===== src/rtl/rms_scale_ctrl_if.sv =====
// Stream handshake bundle used for the sample input, the inverse-sqrt
// request/response pair and the scale-factor output.
interface rms_scale_ctrl_if;
  logic [15:0] TDATA;
  logic        TVALID;
  logic        TLAST;
  logic        TREADY;

  modport master (output TDATA, output TVALID, output TLAST, input TREADY);
  modport slave  (input TDATA, input TVALID, input TLAST, output TREADY);
endinterface


===== src/rtl/rms_scale_ctrl.sv =====
// RMS-normalisation front end: sum of squares over N Q8.8 samples, mean-square
// plus epsilon to bf16, round trip through the inverse-sqrt stage, scale out.
module rms_scale_ctrl #(
  parameter int unsigned LOG2_N = 6,
  parameter logic [31:0] EPS    = 32'h0000_0001
) (
  input  logic              aclk,
  input  logic              areset,
  rms_scale_ctrl_if.slave   s_axis,
  rms_scale_ctrl_if.master  m_axis_rsq,
  rms_scale_ctrl_if.slave   s_axis_rsq,
  rms_scale_ctrl_if.master  m_axis,
  output logic              err_tlast
);

  localparam int unsigned ACC_W = 32 + LOG2_N;
  localparam int unsigned CNT_W = LOG2_N + 1;
  localparam logic [CNT_W-1:0] CNT_LAST = CNT_W'((1 << LOG2_N) - 1);

  typedef enum logic [2:0] {
    ST_ACCUM,
    ST_MEAN,
    ST_CONV,
    ST_SEND,
    ST_WAIT_RSQ,
    ST_OUT
  } state_e;

  state_e             state_q, state_d;
  logic [ACC_W-1:0]   acc_q, acc_d;
  logic [CNT_W-1:0]   cnt_q, cnt_d;
  logic [31:0]        v_q, v_d;
  logic [15:0]        rsq_q, rsq_d;
  logic [15:0]        scale_q, scale_d;
  logic               err_q, err_d;

  logic               s_rdy, rsq_vld, ret_rdy, out_vld;
  logic signed [15:0] x;
  logic signed [31:0] sq;

  // Unsigned Q16.16 to bf16, round to nearest even; the leading one is
  // normalised to bit 31 so short values zero-fill the mantissa naturally.
  function automatic logic [15:0] to_bf16(input logic [31:0] v);
    logic [4:0]  p;
    logic [31:0] n;
    logic [14:0] em;
    logic        rnd;
    logic        sticky;
    p = '0;
    for (int i = 0; i < 32; i++) begin
      if (v[i]) p = 5'(i);
    end
    n      = v << (5'd31 - p);
    em     = {8'(p) + 8'd111, n[30:24]};
    rnd    = n[23];
    sticky = |n[22:0];
    if (rnd && (sticky || n[24])) em = em + 15'd1;
    return (v == '0) ? 16'h0000 : {1'b0, em};
  endfunction

  assign x  = s_axis.TDATA;
  assign sq = x * x;

  always_comb begin
    state_d = state_q;
    acc_d   = acc_q;
    cnt_d   = cnt_q;
    v_d     = v_q;
    rsq_d   = rsq_q;
    scale_d = scale_q;
    err_d   = 1'b0;
    s_rdy   = 1'b0;
    rsq_vld = 1'b0;
    ret_rdy = 1'b0;
    out_vld = 1'b0;
    unique case (state_q)
      ST_ACCUM: begin
        s_rdy = 1'b1;
        if (s_axis.TVALID) begin
          acc_d = acc_q + ACC_W'($unsigned(sq));
          cnt_d = cnt_q + CNT_W'(1);
          err_d = s_axis.TLAST != (cnt_q == CNT_LAST);
          // The vector closes on the count alone; TLAST only feeds err_tlast.
          if (cnt_q == CNT_LAST) state_d = ST_MEAN;
        end
      end
      ST_MEAN: begin
        v_d     = 32'(acc_q >> LOG2_N) + EPS;
        state_d = ST_CONV;
      end
      ST_CONV: begin
        rsq_d   = to_bf16(v_q);
        state_d = ST_SEND;
      end
      ST_SEND: begin
        rsq_vld = 1'b1;
        if (m_axis_rsq.TREADY) state_d = ST_WAIT_RSQ;
      end
      ST_WAIT_RSQ: begin
        ret_rdy = 1'b1;
        if (s_axis_rsq.TVALID) begin
          scale_d = s_axis_rsq.TDATA;
          state_d = ST_OUT;
        end
      end
      ST_OUT: begin
        out_vld = 1'b1;
        if (m_axis.TREADY) begin
          acc_d   = '0;
          cnt_d   = '0;
          state_d = ST_ACCUM;
        end
      end
      default: state_d = ST_ACCUM;
    endcase
  end

  always_ff @(posedge aclk) begin
    if (areset) begin
      state_q <= ST_ACCUM;
      acc_q   <= '0;
      cnt_q   <= '0;
      v_q     <= '0;
      rsq_q   <= '0;
      scale_q <= '0;
      err_q   <= 1'b0;
    end else begin
      state_q <= state_d;
      acc_q   <= acc_d;
      cnt_q   <= cnt_d;
      v_q     <= v_d;
      rsq_q   <= rsq_d;
      scale_q <= scale_d;
      err_q   <= err_d;
    end
  end

  // Sample ready is held low for the whole reset, including before the first edge.
  assign s_axis.TREADY     = s_rdy & ~areset;
  assign m_axis_rsq.TDATA  = rsq_q;
  assign m_axis_rsq.TVALID = rsq_vld;
  assign m_axis_rsq.TLAST  = 1'b1;
  assign s_axis_rsq.TREADY = ret_rdy;
  assign m_axis.TDATA      = scale_q;
  assign m_axis.TVALID     = out_vld;
  assign m_axis.TLAST      = 1'b1;
  assign err_tlast         = err_q;

endmodule


===== src/flat_wrapper.sv =====
// flat-port wrapper written by rule: the top's interface ports become plain ports
module rms_scale_ctrl_flat 
#(
  parameter int unsigned LOG2_N = 6,
  parameter logic [31:0] EPS    = 32'h0000_0001
)
  (aclk, areset, err_tlast, s_axis_TDATA, s_axis_TVALID, s_axis_TLAST, s_axis_TREADY, m_axis_rsq_TDATA, m_axis_rsq_TVALID, m_axis_rsq_TLAST, m_axis_rsq_TREADY, s_axis_rsq_TDATA, s_axis_rsq_TVALID, s_axis_rsq_TLAST, s_axis_rsq_TREADY, m_axis_TDATA, m_axis_TVALID, m_axis_TLAST, m_axis_TREADY);
  rms_scale_ctrl_if s_axis_i ();
  rms_scale_ctrl_if m_axis_rsq_i ();
  rms_scale_ctrl_if s_axis_rsq_i ();
  rms_scale_ctrl_if m_axis_i ();
  input  logic aclk;
  input  logic areset;
  output logic err_tlast;
  input wire logic [$bits(s_axis_i.TDATA)-1:0] s_axis_TDATA;
  input wire logic [$bits(s_axis_i.TVALID)-1:0] s_axis_TVALID;
  input wire logic [$bits(s_axis_i.TLAST)-1:0] s_axis_TLAST;
  output wire logic [$bits(s_axis_i.TREADY)-1:0] s_axis_TREADY;
  output wire logic [$bits(m_axis_rsq_i.TDATA)-1:0] m_axis_rsq_TDATA;
  output wire logic [$bits(m_axis_rsq_i.TVALID)-1:0] m_axis_rsq_TVALID;
  output wire logic [$bits(m_axis_rsq_i.TLAST)-1:0] m_axis_rsq_TLAST;
  input wire logic [$bits(m_axis_rsq_i.TREADY)-1:0] m_axis_rsq_TREADY;
  input wire logic [$bits(s_axis_rsq_i.TDATA)-1:0] s_axis_rsq_TDATA;
  input wire logic [$bits(s_axis_rsq_i.TVALID)-1:0] s_axis_rsq_TVALID;
  input wire logic [$bits(s_axis_rsq_i.TLAST)-1:0] s_axis_rsq_TLAST;
  output wire logic [$bits(s_axis_rsq_i.TREADY)-1:0] s_axis_rsq_TREADY;
  output wire logic [$bits(m_axis_i.TDATA)-1:0] m_axis_TDATA;
  output wire logic [$bits(m_axis_i.TVALID)-1:0] m_axis_TVALID;
  output wire logic [$bits(m_axis_i.TLAST)-1:0] m_axis_TLAST;
  input wire logic [$bits(m_axis_i.TREADY)-1:0] m_axis_TREADY;
  assign s_axis_i.TDATA = s_axis_TDATA;
  assign s_axis_i.TVALID = s_axis_TVALID;
  assign s_axis_i.TLAST = s_axis_TLAST;
  assign s_axis_TREADY = s_axis_i.TREADY;
  assign m_axis_rsq_TDATA = m_axis_rsq_i.TDATA;
  assign m_axis_rsq_TVALID = m_axis_rsq_i.TVALID;
  assign m_axis_rsq_TLAST = m_axis_rsq_i.TLAST;
  assign m_axis_rsq_i.TREADY = m_axis_rsq_TREADY;
  assign s_axis_rsq_i.TDATA = s_axis_rsq_TDATA;
  assign s_axis_rsq_i.TVALID = s_axis_rsq_TVALID;
  assign s_axis_rsq_i.TLAST = s_axis_rsq_TLAST;
  assign s_axis_rsq_TREADY = s_axis_rsq_i.TREADY;
  assign m_axis_TDATA = m_axis_i.TDATA;
  assign m_axis_TVALID = m_axis_i.TVALID;
  assign m_axis_TLAST = m_axis_i.TLAST;
  assign m_axis_i.TREADY = m_axis_TREADY;
  rms_scale_ctrl #(.LOG2_N(LOG2_N), .EPS(EPS)) u_core (.aclk(aclk), .areset(areset), .s_axis(s_axis_i), .m_axis_rsq(m_axis_rsq_i), .s_axis_rsq(s_axis_rsq_i), .m_axis(m_axis_i), .err_tlast(err_tlast));
endmodule

===== config.mk =====
export PLATFORM = sky130hd
export DESIGN_NAME = rms_scale_ctrl_flat
export DESIGN_NICKNAME = d
export VERILOG_FILES = /design/src/rtl/rms_scale_ctrl_if.sv /design/src/rtl/rms_scale_ctrl.sv /design/src/flat_wrapper.sv
export SDC_FILE = /design/constraint.sdc
export NUM_CORES = 1
export LEC_CHECK = 0
export CAP_MARGIN = 20
export CORE_ASPECT_RATIO = 1.5
export CORE_MARGIN = 2
export CORE_UTILIZATION = 40
export CTS_CLUSTER_DIAMETER = 50
export CTS_CLUSTER_SIZE = 14
export DETAILED_ROUTE_END_ITERATION = 8
export SLEW_MARGIN = 40
export SYNTH_ARGS = -nofsm -noshare
export SYNTH_HDL_FRONTEND = slang
export SYNTH_SLANG_ARGS = --single-unit
export TNS_END_PERCENT = 100

===== constraint.sdc =====
create_clock -name aclk -period 9 [get_ports aclk]
set_input_delay 1.35 -clock aclk [delete_from_list [all_inputs] [get_ports aclk]]
set_output_delay 1.35 -clock aclk [all_outputs]
set_load 0.01 [all_outputs]

[Word-level counts from Yosys, hierarchy flattened]
Cells that the tools add are included.
Cells by class
  add/sub/neg operators: 6
  $mul: 1
  eq/ne operators: 12
  shift-type cells: 1
  multiplexer cells: 50
  bitwise gates (word level): 4
  reductions and logical operators: 10
Operators with widths (count)
  5-bit 2-to-1 mux: 17
  38-bit 2-to-1 mux: 2
  38-bit case mux with 2 select lines: 1
  38-bit by 32-bit adder with 38-bit output: 1
  32-bit by 1-bit adder with 32-bit output (second input constant): 1
  32-bit logical NOT: 1
  16-bit by 16-bit multiplier with 32-bit output: 1
  4-bit 2-to-1 mux: 8
  32-bit by 5-bit left shift with 31-bit output: 1
  15-bit 2-to-1 mux: 2
  3-bit 2-to-1 mux: 9
  23-bit OR reduction: 1
  3-bit case mux with 6 select lines: 1
  15-bit by 1-bit adder with 15-bit output (second input constant): 1
  7-bit 2-to-1 mux: 2
  7-bit case mux with 2 select lines: 1
  5-bit by 7-bit adder with 8-bit output (second input constant): 1
  2-bit != test (second input constant): 4
  7-bit by 1-bit adder with 7-bit output (second input constant): 1
  7-bit by 6-bit == test with 1-bit output (second input constant): 1
  3-bit by 2-bit == test with 1-bit output (second input constant): 2
  3-bit == test (second input constant): 2
  1-bit 2-to-1 mux: 5
  5-bit AND reduction: 1
  14 further kinds: 17
Word-level totals
  flip-flop bits (word level): 113
  bits of input ports: 40
  output and inout port bits: 39
  logic and storage cells: 91

[Depth between registers and ports, before layout]
  word-level depth: 39
  depth in mapped cells: 41

[Least setup slack after synthesis]
No wires, ideal clock.
  path type: input port to flip-flop
  start: in s_axis_TDATA[7]
  end: reg u_core.acc_q[35]
  arrival: 8.715 ns
  setup slack: 0.157 ns
  cell stages on the path: 34
  cells stage by stage: clkbuf_1 and2_1 fa_1 inv_1 fa_1 inv_1 fa_1 fa_1 inv_1 fa_1 inv_1 fa_1 ha_1 o21a_1 nor2_1 a31oi_1 a21o_1 a21oi_1 nor2b_1 o21a_1 o21ai_0 nand2b_1 a211oi_1 a21oi_1 ha_1 o21a_1 nor2_1 a211o_1 and3_1 o31ai_1 nand2_1 a2111oi_0 xnor2_1 nor2_1
Between the ends
  cells in the longest elaborated chain, start to end: 4
Ends and longest elaborated chain
  start, declared: line flat_wrapper.sv:15  | input wire logic [$bits(s_axis_i.TDATA)-1:0] s_axis_TDATA;
  16-bit by 16-bit multiplier with 32-bit output: line rms_scale_ctrl.sv:62  | assign sq = x * x;
  38-bit by 32-bit adder with 38-bit output: line rms_scale_ctrl.sv:80  | acc_d = acc_q + ACC_W'($unsigned(sq));
  38-bit 2-to-1 mux: line rms_scale_ctrl.sv:79  | if (s_axis.TVALID) begin
  38-bit case mux with 2 select lines: line rms_scale_ctrl.sv:76  | unique case (state_q)
  end signal, assigned: line rms_scale_ctrl.sv:121  | acc_q <= '0;
  end signal, assigned: line rms_scale_ctrl.sv:129  | acc_q <= acc_d;
  end, declared: line rms_scale_ctrl.sv:30  | logic [ACC_W-1:0] acc_q, acc_d;
Every way passes these cells. The select of a mux whose other input is x is not followed.
A chain may end at the register's enable or synchronous reset.

[Final worst setup path]
  start: in s_axis_TDATA[3]
  end: reg u_core.acc_q[37]
Same word-level chain as after synthesis.

==> results.md <==
* Status: finished clean
* H-tree levels at 3
* Slew Viols, Final at 0
* Placeable Area at approximately 44000 µm²
* Number of distinct library cells after synthesis at 90
* Num CTS Buffers at 9
* Die width at approximately 180 µm
* Synthesized instance count at approximately 2100
* Fin. Hold Viols at 0
* Top layer in use: met4
* Mapped Area at about 18000 µm²
* Buf/Inv on CP at 10
* Routed length on met2 at between 20 and 25 mm
* Sink Count at 112
* Full die area at approximately 46000 µm²
* Post-DRT Antenna Nets at 0
* Worst-path fanout max at 3
* Gpl congestion at approximately 0.93
* Site Rows at between 90 and 100
* CTS Buffer Depth at 2
* Worst Hold End: u_core.m_axis_rsq.TDATA[4]$_SDFFE_PP0P_
* Port-buffer cells at 74
* Delay-heaviest family, CP: adder cells
* Reg2reg path depth at 17
* Final HPWL DP at about 38 mm
* Reg-to-Reg Start: u_core.v_q[18]$_SDFFE_PP0P_
* Min-Delay Startpoint: u_core.m_axis_rsq.TDATA[4]$_SDFFE_PP0P_
* Worst Setup End Kind: flip-flop
* Flop and latch count out of synthesis at roughly 110
* Layout area overhead at 18.3%
* Maximum clock frequency at between 100 and 150 MHz
* Clk Latency, worst-skew pair at between 0.3 and 0.4 ns
* Post-layout util at 47.7%
* CTS tree: built
* Initial antenna violation count at 0
* Final critical-path required period at approximately 8.7 ns
* Total grt overflow at 0
* CTS root buffer: clkbuf_16
* WS Path Type: in2reg
* Global Route Usage Sum at 20.1%
* Crit path launch type: input port
* Ant. Diodes at 0
* Hold Crit Class: reg2reg
* Final nets at about 2700
* Met3 wire len at between 1 and 1.5 mm
* DRT Pass-1 Iters at 6
* WP data required at roughly 9.3 ns
* Syn Area/Cell at between 8 and 9 µm²
* Post-synth EDFFs at 0
* DRC Markers at 0
* Top_reg_cell synth: dfxtp_1
* Fillers at 4258
* Number of setup violations in the final report at 0
* DR WL/cell at about 16 µm
* Inst Count DP at between 2000 and 3000
* Metal1 wirelength at approximately 17 mm
* Post-synthesis sequential area ratio at about an eighth
* Asr flop ratio synth at 0%
* Initial DRC count at around 740
* Slew @ Worst Pin at roughly 0.87 ns
* Starting Density at 40.3%
* R2r setup slk at 3.57 ns
* CP max stage delay at around 0.54 ns
* Pin count of the biggest net entering global routing at 86
* Share of layout cells above drive strength 1 at between 10% and 20%
* Hold path cells at 2
* Via density at between 5 and 6
* Via count at 15119
* Fin cells at between 2000 and 3000
* Max Cap Violations at 0
* Hold slack at 0.454 ns
* Wirelength, routed at around 46 mm
* DIE HEIGHT at about 260 µm
* Critical Path Slowest Stage Cell: fa_1
* Skew final at between 0.02 and 0.025 ns
* Worst flop-to-flop path endpoint: u_core.m_axis_rsq.TDATA[14]$_SDFFE_PP0P_
* Cts hold-fix bufs at 0
* Slew HR at 42.0%
* Arrival time worst endpoint at approximately 9 ns
* Final cycle utilization of the critical path at 96.7%
* Vias in the first global route at approximately 16000
* First-pass GRT wire length at around 75 mm
* Clk pin slew, worst setup/hold paths at about 0.08 ns
* # IOs at 79
* Yosys warns at 0
* Crit-path most repeated cell: fa_1
[worst max path at each step]
stage,slack (ns),depth (start not counted),start,end
after floorplan,0.16,34,s_axis_TDATA[7],u_core.acc_q[35]$_SDFFE_PP0P_
after global routing,-0.04,36,s_axis_TDATA[0],u_core.acc_q[35]$_SDFFE_PP0P_
after global placement,-0.55,35,s_axis_TDATA[5],u_core.acc_q[35]$_SDFFE_PP0P_
after CTS,0.03,37,s_axis_TDATA[6],u_core.acc_q[36]$_SDFFE_PP0P_
final,0.29,33,s_axis_TDATA[3],u_core.acc_q[37]$_SDFFE_PP0P_
after detailed placement,-0.63,35,s_axis_TDATA[5],u_core.acc_q[35]$_SDFFE_PP0P_
[layout by cell type, fill, tap and decap left out, drive strengths merged, types with 9 or more instances in the layout]
cell type / Yosys / final
a211oi: 42 / 42
buf: 24 / 210
xor2: 35 / 35
or3: 20 / 20
o21ai: 84 / 84
nor2b: 21 / 21
o211ai: 15 / 15
a22oi: 28 / 28
nor3: 41 / 41
inv: 313 / 316
a21o: 20 / 20
fa: 239 / 239
nor2: 178 / 178
mux2i: 36 / 36
and3: 22 / 22
nand2: 211 / 211
ha: 122 / 122
dlymetal6s2s: 0 / 9
nand3: 58 / 58
a21oi: 103 / 103
nand2b: 18 / 18
nor4: 14 / 14
a31oi: 15 / 15
clkbuf: 84 / 15
nand4: 11 / 11
dfxtp: 112 / 112
clkdlybuf4s50: 0 / 58
and2: 54 / 54
xnor2: 73 / 73
o21a: 16 / 16
[kinds of logic after synthesis]
logic type      after synthesis  share of synthesized area, %
other cells                   2                        0.0427
compound gates              413                          15.9
xor+xnor                    108                          5.38
buf+inv                     423                          9.56
fa+ha+maj                   361                          35.9
mux                          42                          2.50
flops                       112                          12.7
simple gates                670                          18.0
[metal layers]
metal | track usage (%) | up-vias
met3 | 1.34 | 92
met2 | 39.1 | 288
li1 | - | 7448
met1 | 21.3 | 7291
met5 | 0 | -
met4 | 11.2 | 0
[layout make-up]
cell class	count	area (µm²)	share of cell area [%]
clock buffer	9	225	1.08
clock inverter	7	78.8	0.379
inverter	315	1190	5.74
multi-input combinational	1597	14000	67.3
sequential	112	2240	10.8
tap	576	721	3.46
timing repair buffer	283	2350	11.3
[cells in the mapped netlist (5+ instances only)]
cell	n	area [µm²]
nand2_1	210	788
or4_1	7	52.6
clkbuf_1	84	315
nand2b_1	18	113
a211oi_1	41	308
fa_1	239	4780
a221oi_1	7	61.3
o21bai_1	6	45.0
nor2_1	176	661
a22oi_1	28	210
o31ai_1	6	45.0
a2111oi_0	6	52.6
nor3_1	40	200
dfxtp_1	112	2240
nand4_1	10	62.6
nand3_1	58	290
nor4_1	13	81.3
xor2_1	35	307
buf_2	12	60.1
ha_1	122	1530
buf_4	5	37.5
inv_1	312	1170
a21o_1	20	150
o211ai_1	14	105
xnor2_1	73	639
o21a_1	16	120
mux2i_1	36	360
a31oi_1	13	81.3
and2_1	54	338
a21oi_1	102	510
o21ai_0	78	390
and3_1	22	138
or3_1	19	119
nor2b_1	21	131
a311oi_1	8	70.1
or2_2	5	31.3
a22o_1	7	61.3
[sequential cells by signal, summed over array words and instances (netlist names)]
register                 cells
u_core.cnt_q                 7
u_core.acc_q                38
u_core.m_axis_rsq.TDATA     15
u_core.err_tlast             1
u_core.v_q                  32
u_core.state_q               3
u_core.m_axis.TDATA         16
[what timing repair did]
action | CTS | global route
endpoints found under the hold margin | 0 | 0
setup buffers | 0 | 4
pin swaps | 2 | 49
resized for setup | 12 | 96
setup endpoints to repair | 7 | 13
[stage by stage]
step	TNS [ns]	worst slack (ns)	instance area [µm²]
2_1_floorplan	0	0.157	17600
3_3_place_gp	-3.29	-0.549	20100
3_5_place_dp	-4.32	-0.629	20100
4_1_cts	0	0.0345	20500
5_1_grt	-0.0853	-0.0416	20800
6_report	0	0.294	20800
[worst reg2reg max path: stages (launching register included)]
cell and delay [ns]:
dfxtp_1 0.46, or4_4 0.64, or3_4 0.37, a211oi_4 0.72
nor2_4 0.01, buf_4 0.26, inv_6 0.32, mux2i_1 0.47
a32oi_1 0.12, mux2i_1 0.37, o211ai_1 0.22, inv_1 0.09
ha_1 0.16, nand3_1 0.07, nor2_1 0.26, nand4_1 0.21
or3_1 0.40, a221oi_2 0.24
Power is not shown: default switching activity piles up to over one toggle a cycle in this logic, so the estimate is an artifact.
==> variant 1 (config.mk and constraints unchanged) <==
`LOG2_N` is set to 6 in 2 places; all go to 7.
--- a/src/rtl/rms_scale_ctrl.sv
+++ b/src/rtl/rms_scale_ctrl.sv
@@ -3,3 +3,3 @@
 module rms_scale_ctrl #(
-  parameter int unsigned LOG2_N = 6,
+  parameter int unsigned LOG2_N = 7,
   parameter logic [31:0] EPS    = 32'h0000_0001
--- a/src/flat_wrapper.sv
+++ b/src/flat_wrapper.sv
@@ -3,3 +3,3 @@
 #(
-  parameter int unsigned LOG2_N = 6,
+  parameter int unsigned LOG2_N = 7,
   parameter logic [31:0] EPS    = 32'h0000_0001
Behaviour: same outputs for any inputs over 10 cycles, from zero or initial values and one cycle with areset high; that may be too few to reach the edited logic, so the function may still have changed.
==> variant 1 against the original RTL <==
Sequential cell count grew 2. Synthesized area grew 2.0%. Die area grew 2.0%. Design area grew 4.0%. Wire length is 6.3% higher. Clock skew decreased by 0.0090 ns. Worst setup slack worse by 0.032 ns.
Power is left out: the tool's default activity adds up to more than one toggle a clock period on the data nets, which glitch-free logic cannot reach.
==> variant 1: results (changes against the original RTL) <==
Setup path
  • CP Max Fanout: 15 (+12)
  • Max stage delay on crit path: 0.60 ns (+0.06 ns)
  • WP data arrival: 9.04 ns (+0.08 ns)

STA
  • Clock skew: 0.01315 ns (-0.009025 ns)

CTS
  • Total CTS buffers: 17 (+8)
  • H-Tree Depth: 4 (+1)

Global route
  • GR Util met1: 22.08% (+0.82 points)
  • Tot GR Track Use: 21.19% (+1.1 points)
  • Met2 GRT Util: 41.30% (+2.2 points)
  • Largest net degree at the start of global routing: 65 (-24%)
  • GR Util met3: 1.776% (+0.44 points)
  • Vias in the first global route: 16810 (+6.7%)

Cells and area
  • Non-Filler Instances: 2986 (+3.0%)
  • Filler cells: 4312 (+1.3%)
  • Share of layout cells above drive strength 1: 16.39% (+2.2 points)
  • Nets: 2791 (+2.6%)
  • Max reg flops: 39 (+2.6%)

Synthesis
  • Sequential area share after synthesis: 12.71% (-0.028 points)
  • Cells after synthesis: 2191 (+2.8%)
  • Synth area leaders: fa_1 27%, dfxtp_1 13%, ha_1 8.4%, inv_1 6.8%, nand2_1 4.4%

Routing
  • Avg WL per Cell: 16.27 um (+3.2%)
  • Met3 Routed Length: 1016 um (-5.3%)
  • 1st-iter DRT viols: 784 (+5.4%)

Placed design
  • Pre-CTS setup slack: -0.9508 ns (-0.3216 ns)
  • Routability cong.: 0.9157 (-1.0%)

Outcome
  • Status: complete, no violations
variant 1: cell types whose count changed in the layout (fill, tap and decap cells not counted), moves of 10 or more:
cell | unedited run | this run
xnor2_1 | 73 | 60
nor2b_1 | 21 | 10
nand4_1 | 10 | 22
inv_2 | 2 | 12
mux2i_1 | 36 | 18
o211ai_1 | 14 | 33
nor2_1 | 166 | 176
variant 1: cell families (layout without fill, tap and decap cells):
group | Yosys count | in the layout | share of synthesized area (%)
and+or+nand+nor | 697 | 697 | 18.50
buffers and inverters | 439 | 651 | 9.529
other | 2 | 3 | 0.04184
AOI/OAI and AO/OA | 444 | 444 | 16.97
xor gates and xnor gates | 102 | 102 | 4.977
adders and majority gates | 360 | 360 | 35.13
DFF | 114 | 114 | 12.71
muxes | 33 | 33 | 2.133
variant 1: layout make-up:
cell class / count / area, um2 / area share [%]
Clock buffer: 17 / 425.4 / 1.965
Clock inverter: 15 / 185.2 / 0.8551
Inverter: 327 / 1227 / 5.668
Multi-Input combinational cell: 1639 / 14430 / 66.65
Sequential cell: 114 / 2282 / 10.54
Tap cell: 582 / 728.2 / 3.363
Timing Repair Buffer: 292 / 2374 / 10.96
variant 1: worst paths after layout:
check	start	endpoint	slack, ns	cells after the start
setup / recovery	s_axis_TDATA[13]	u_core.acc_q[36]	0.26	34
hold / removal	u_core.m_axis.TDATA[6]	u_core.m_axis.TDATA[6]	0.45	2
setup reg to reg	u_core.v_q[24]	u_core.m_axis_rsq.TDATA[11]	3.93	13
hold reg to reg	u_core.m_axis.TDATA[6]	u_core.m_axis.TDATA[6]	0.45	2
variant 1: what timing repair did:
item,4_1_cts,5_1_grt
gates resized for setup,28,114
cloned,0,1
setup buffers,1,10
pin swaps,5,70
hold buffers,0,0
endpoints found under the setup margin,12,12
==> variant 2 (same flow settings) <==
Without the edit above. Encoding of `state_e`: now one-hot (6 bits for 6 states).
--- a/src/rtl/rms_scale_ctrl.sv
+++ b/src/rtl/rms_scale_ctrl.sv
@@ -19,9 +19,9 @@
 
-  typedef enum logic [2:0] {
-    ST_ACCUM,
-    ST_MEAN,
-    ST_CONV,
-    ST_SEND,
-    ST_WAIT_RSQ,
-    ST_OUT
+  typedef enum logic [5:0] {
+    ST_ACCUM    = 6'b000001,
+    ST_MEAN     = 6'b000010,
+    ST_CONV     = 6'b000100,
+    ST_SEND     = 6'b001000,
+    ST_WAIT_RSQ = 6'b010000,
+    ST_OUT      = 6'b100000
   } state_e;
Behaviour: no difference found for any inputs over 10 cycles, from zero or initial values and one cycle with areset high; not proved beyond that.
==> variant 2 against the original RTL <==
The flow now finishes with violations (design-rule violations). Worst setup slack improved by 0.063 ns. Synthesized cell count shrank 0.56%. Wire length rose by 2.3%. Design area is 2.4% higher. Sequential cell count grew 3. Non-clock buffer count rose by 1. Synthesized area up 1.3%. Final cell count up 0.24%. Largest cell class unchanged.
Power is not shown: default switching activity piles up to over one toggle a cycle in this logic, so the estimate is an artifact.
==> variant 2: results (changes against the original RTL) <==
STA
  • Worst-Margin Slew: 0.7798 ns (-0.08689 ns)
  • Hold slack: 0.4477 ns (-0.006085 ns)
  • Clock skew: 0.01724 ns (-0.004928 ns)

Synthesis
  • Adder-cell share of the synthesized area: 35.70% (-0.17 points)
  • Distinct cell type count after synthesis: 101 (+12%)
  • Post-synth top cells: 325 x inv_1, 239 x fa_1, 203 x nand2_1
  • Post-Synth XOR/XNOR Area: 5.112% (-0.26 points)
  • Synth area leaders: fa_1 27%, dfxtp_1 13%, ha_1 8.8%, inv_1 6.8%, mux2i_1 4.3%
  • Sequential area share after synthesis: 12.92% (+0.18 points)
  • Post-synthesis compound-gate area fraction: 14.07% (-1.9 points)
  • Multiplexer share of the synthesized area: 4.719% (+2.2 points)

Setup path
  • Setup slack, reg-to-reg: 3.74 ns (+0.17 ns)
  • Reg2reg end: u_core.m_axis_rsq.TDATA[10]
  • R2R cell count: 15 (-2)
  • CP Max Fanout: 12 (+9)
  • WP data arrival: 8.94 ns (-0.02 ns)
  • Worst r2r src: u_core.v_q[13]

Hold path
  • Hold endpoint: u_core.m_axis_rsq.TDATA[7]
  • Hold Path Origin: u_core.m_axis_rsq.TDATA[7]

CTS
  • Total CTS buffers: 17 (+8)
  • Clk_lat worst skew: 0.44 ns (+0.06 ns)
  • CTS clk-pin slew, worst paths: 0.05 ns (-0.03 ns)
  • H-Tree Depth: 4 (+1)

Placed design
  • Routability cong.: 0.9121 (-1.4%)
  • DP Wirelength: 39160 um (+2.2%)
  • Pre-CTS setup slack: -0.8179 ns (-0.1888 ns)

Routing
  • Avg WL per Cell: 16.09 um (+2.0%)
  • 1st-iter DRT viols: 630 (-15%)
  • DRC Markers: 1 (+1)
  • DRT Pass-1 Iters: 8 (+2)

Cells and area
  • Filler cells: 4227 (-0.73%)
  • Nets: 2722 (+0.11%)

Global route
  • Largest net degree at the start of global routing: 84 (-2.3%)
  • Vias in the first global route: 15960 (+1.3%)
  • First-pass GRT wire length: 77310 um (+2.6%)
  • Tot GR Track Use: 20.57% (+0.45 points)

Outcome
  • Failing checks: design-rule violations
  • Status: complete, but fails checks
-- variant 2: changes by cell type after synthesis, moves of 12 or more --
| cell | delta |
|---|---|
| nand3_1 | -12 |
| nor3_1 | -14 |
| inv_1 | +13 |
| o21ai_0 | -27 |
| mux2i_1 | +41 |
| clkbuf_1 | -23 |
-- variant 2: how the worst max path moves through the flow --
stage                          start               end  slack [ns]  depth (start not counted)
global route         s_axis_TDATA[6]  u_core.acc_q[37]       -0.07                         28
floorplan            s_axis_TDATA[1]  u_core.acc_q[37]        0.06                         30
detailed placement   s_axis_TDATA[6]  u_core.acc_q[37]       -0.82                         28
finish              s_axis_TDATA[12]  u_core.acc_q[37]        0.36                         28
global placement     s_axis_TDATA[6]  u_core.acc_q[37]       -0.69                         31
CTS                  s_axis_TDATA[3]  u_core.acc_q[37]       0.009                         32
-- variant 2: metrics by stage --
step           cell area (um2)  cells
2_1_floorplan            17830   2120
3_3_place_gp             20240   2862
3_5_place_dp             20250   2862
4_1_cts                  20960   2896
5_1_grt                  21320   2906
6_report                 21320   2906
-- variant 2: logic make-up after synthesis --
family          count (synthesis)
simple gates                  648
buf+inv                       433
compound gates                369
fa+ha+maj                     365
flops                         115
xor+xnor                      104
mux                            83
other cells                     2
-- variant 2: worst max-delay path, stage by stage --
cell and delay, ns:
dlygate4sd2_1 0.31, buf_4 0.21, and2_1 0.21, fa_1 0.53
fa_1 0.55, inv_1 0.06, fa_1 0.55, fa_1 0.46
fa_1 0.55, inv_1 0.05, fa_1 0.47, ha_1 0.22
or3_4 0.36, a2111oi_4 0.38, nor3_2 0.09, o31a_1 0.33
o31a_1 0.29, a21o_1 0.18, a21oi_2 0.13, xnor2_1 0.08
ha_1 0.37, a2111oi_4 0.35, nand2_1 0.11, o211ai_1 0.27
a21oi_2 0.12, nor2b_4 0.14, xnor2_1 0.16, nor2_1 0.06
-- variant 2: what timing repair did --
action,4_1_cts,5_1_grt
buffers inserted,2,10
hold buffers,0,0
pin swaps,9,48
endpoints found under the hold margin,0,0
gates resized for setup,21,72
endpoints found under the setup margin,7,17
cloned,0,0
-- variant 2: area by class of cell --
type | count | area share, %
repair buffers | 284 | 11.27
inverters | 327 | 5.792
well taps | 576 | 3.380
multi-input cells | 1572 | 65.83
clock buffers | 20 | 2.095
flip-flops and latches | 115 | 10.80
clock inverters | 12 | 0.8392
-- variant 2: routing by layer --
| layer | vias to the layer above | track usage, % | routed length [um] |
|---|---|---|---|
| met1 | 7336 | 21.53 | 17660 |
| met2 | 254 | 39.85 | 25890 |
| met3 | 103 | 2.054 | 975 |
| met5 | - | 0 | 0 |
| li1 | 7398 | - | - |
| met4 | 0 | 10.48 | 2237 |
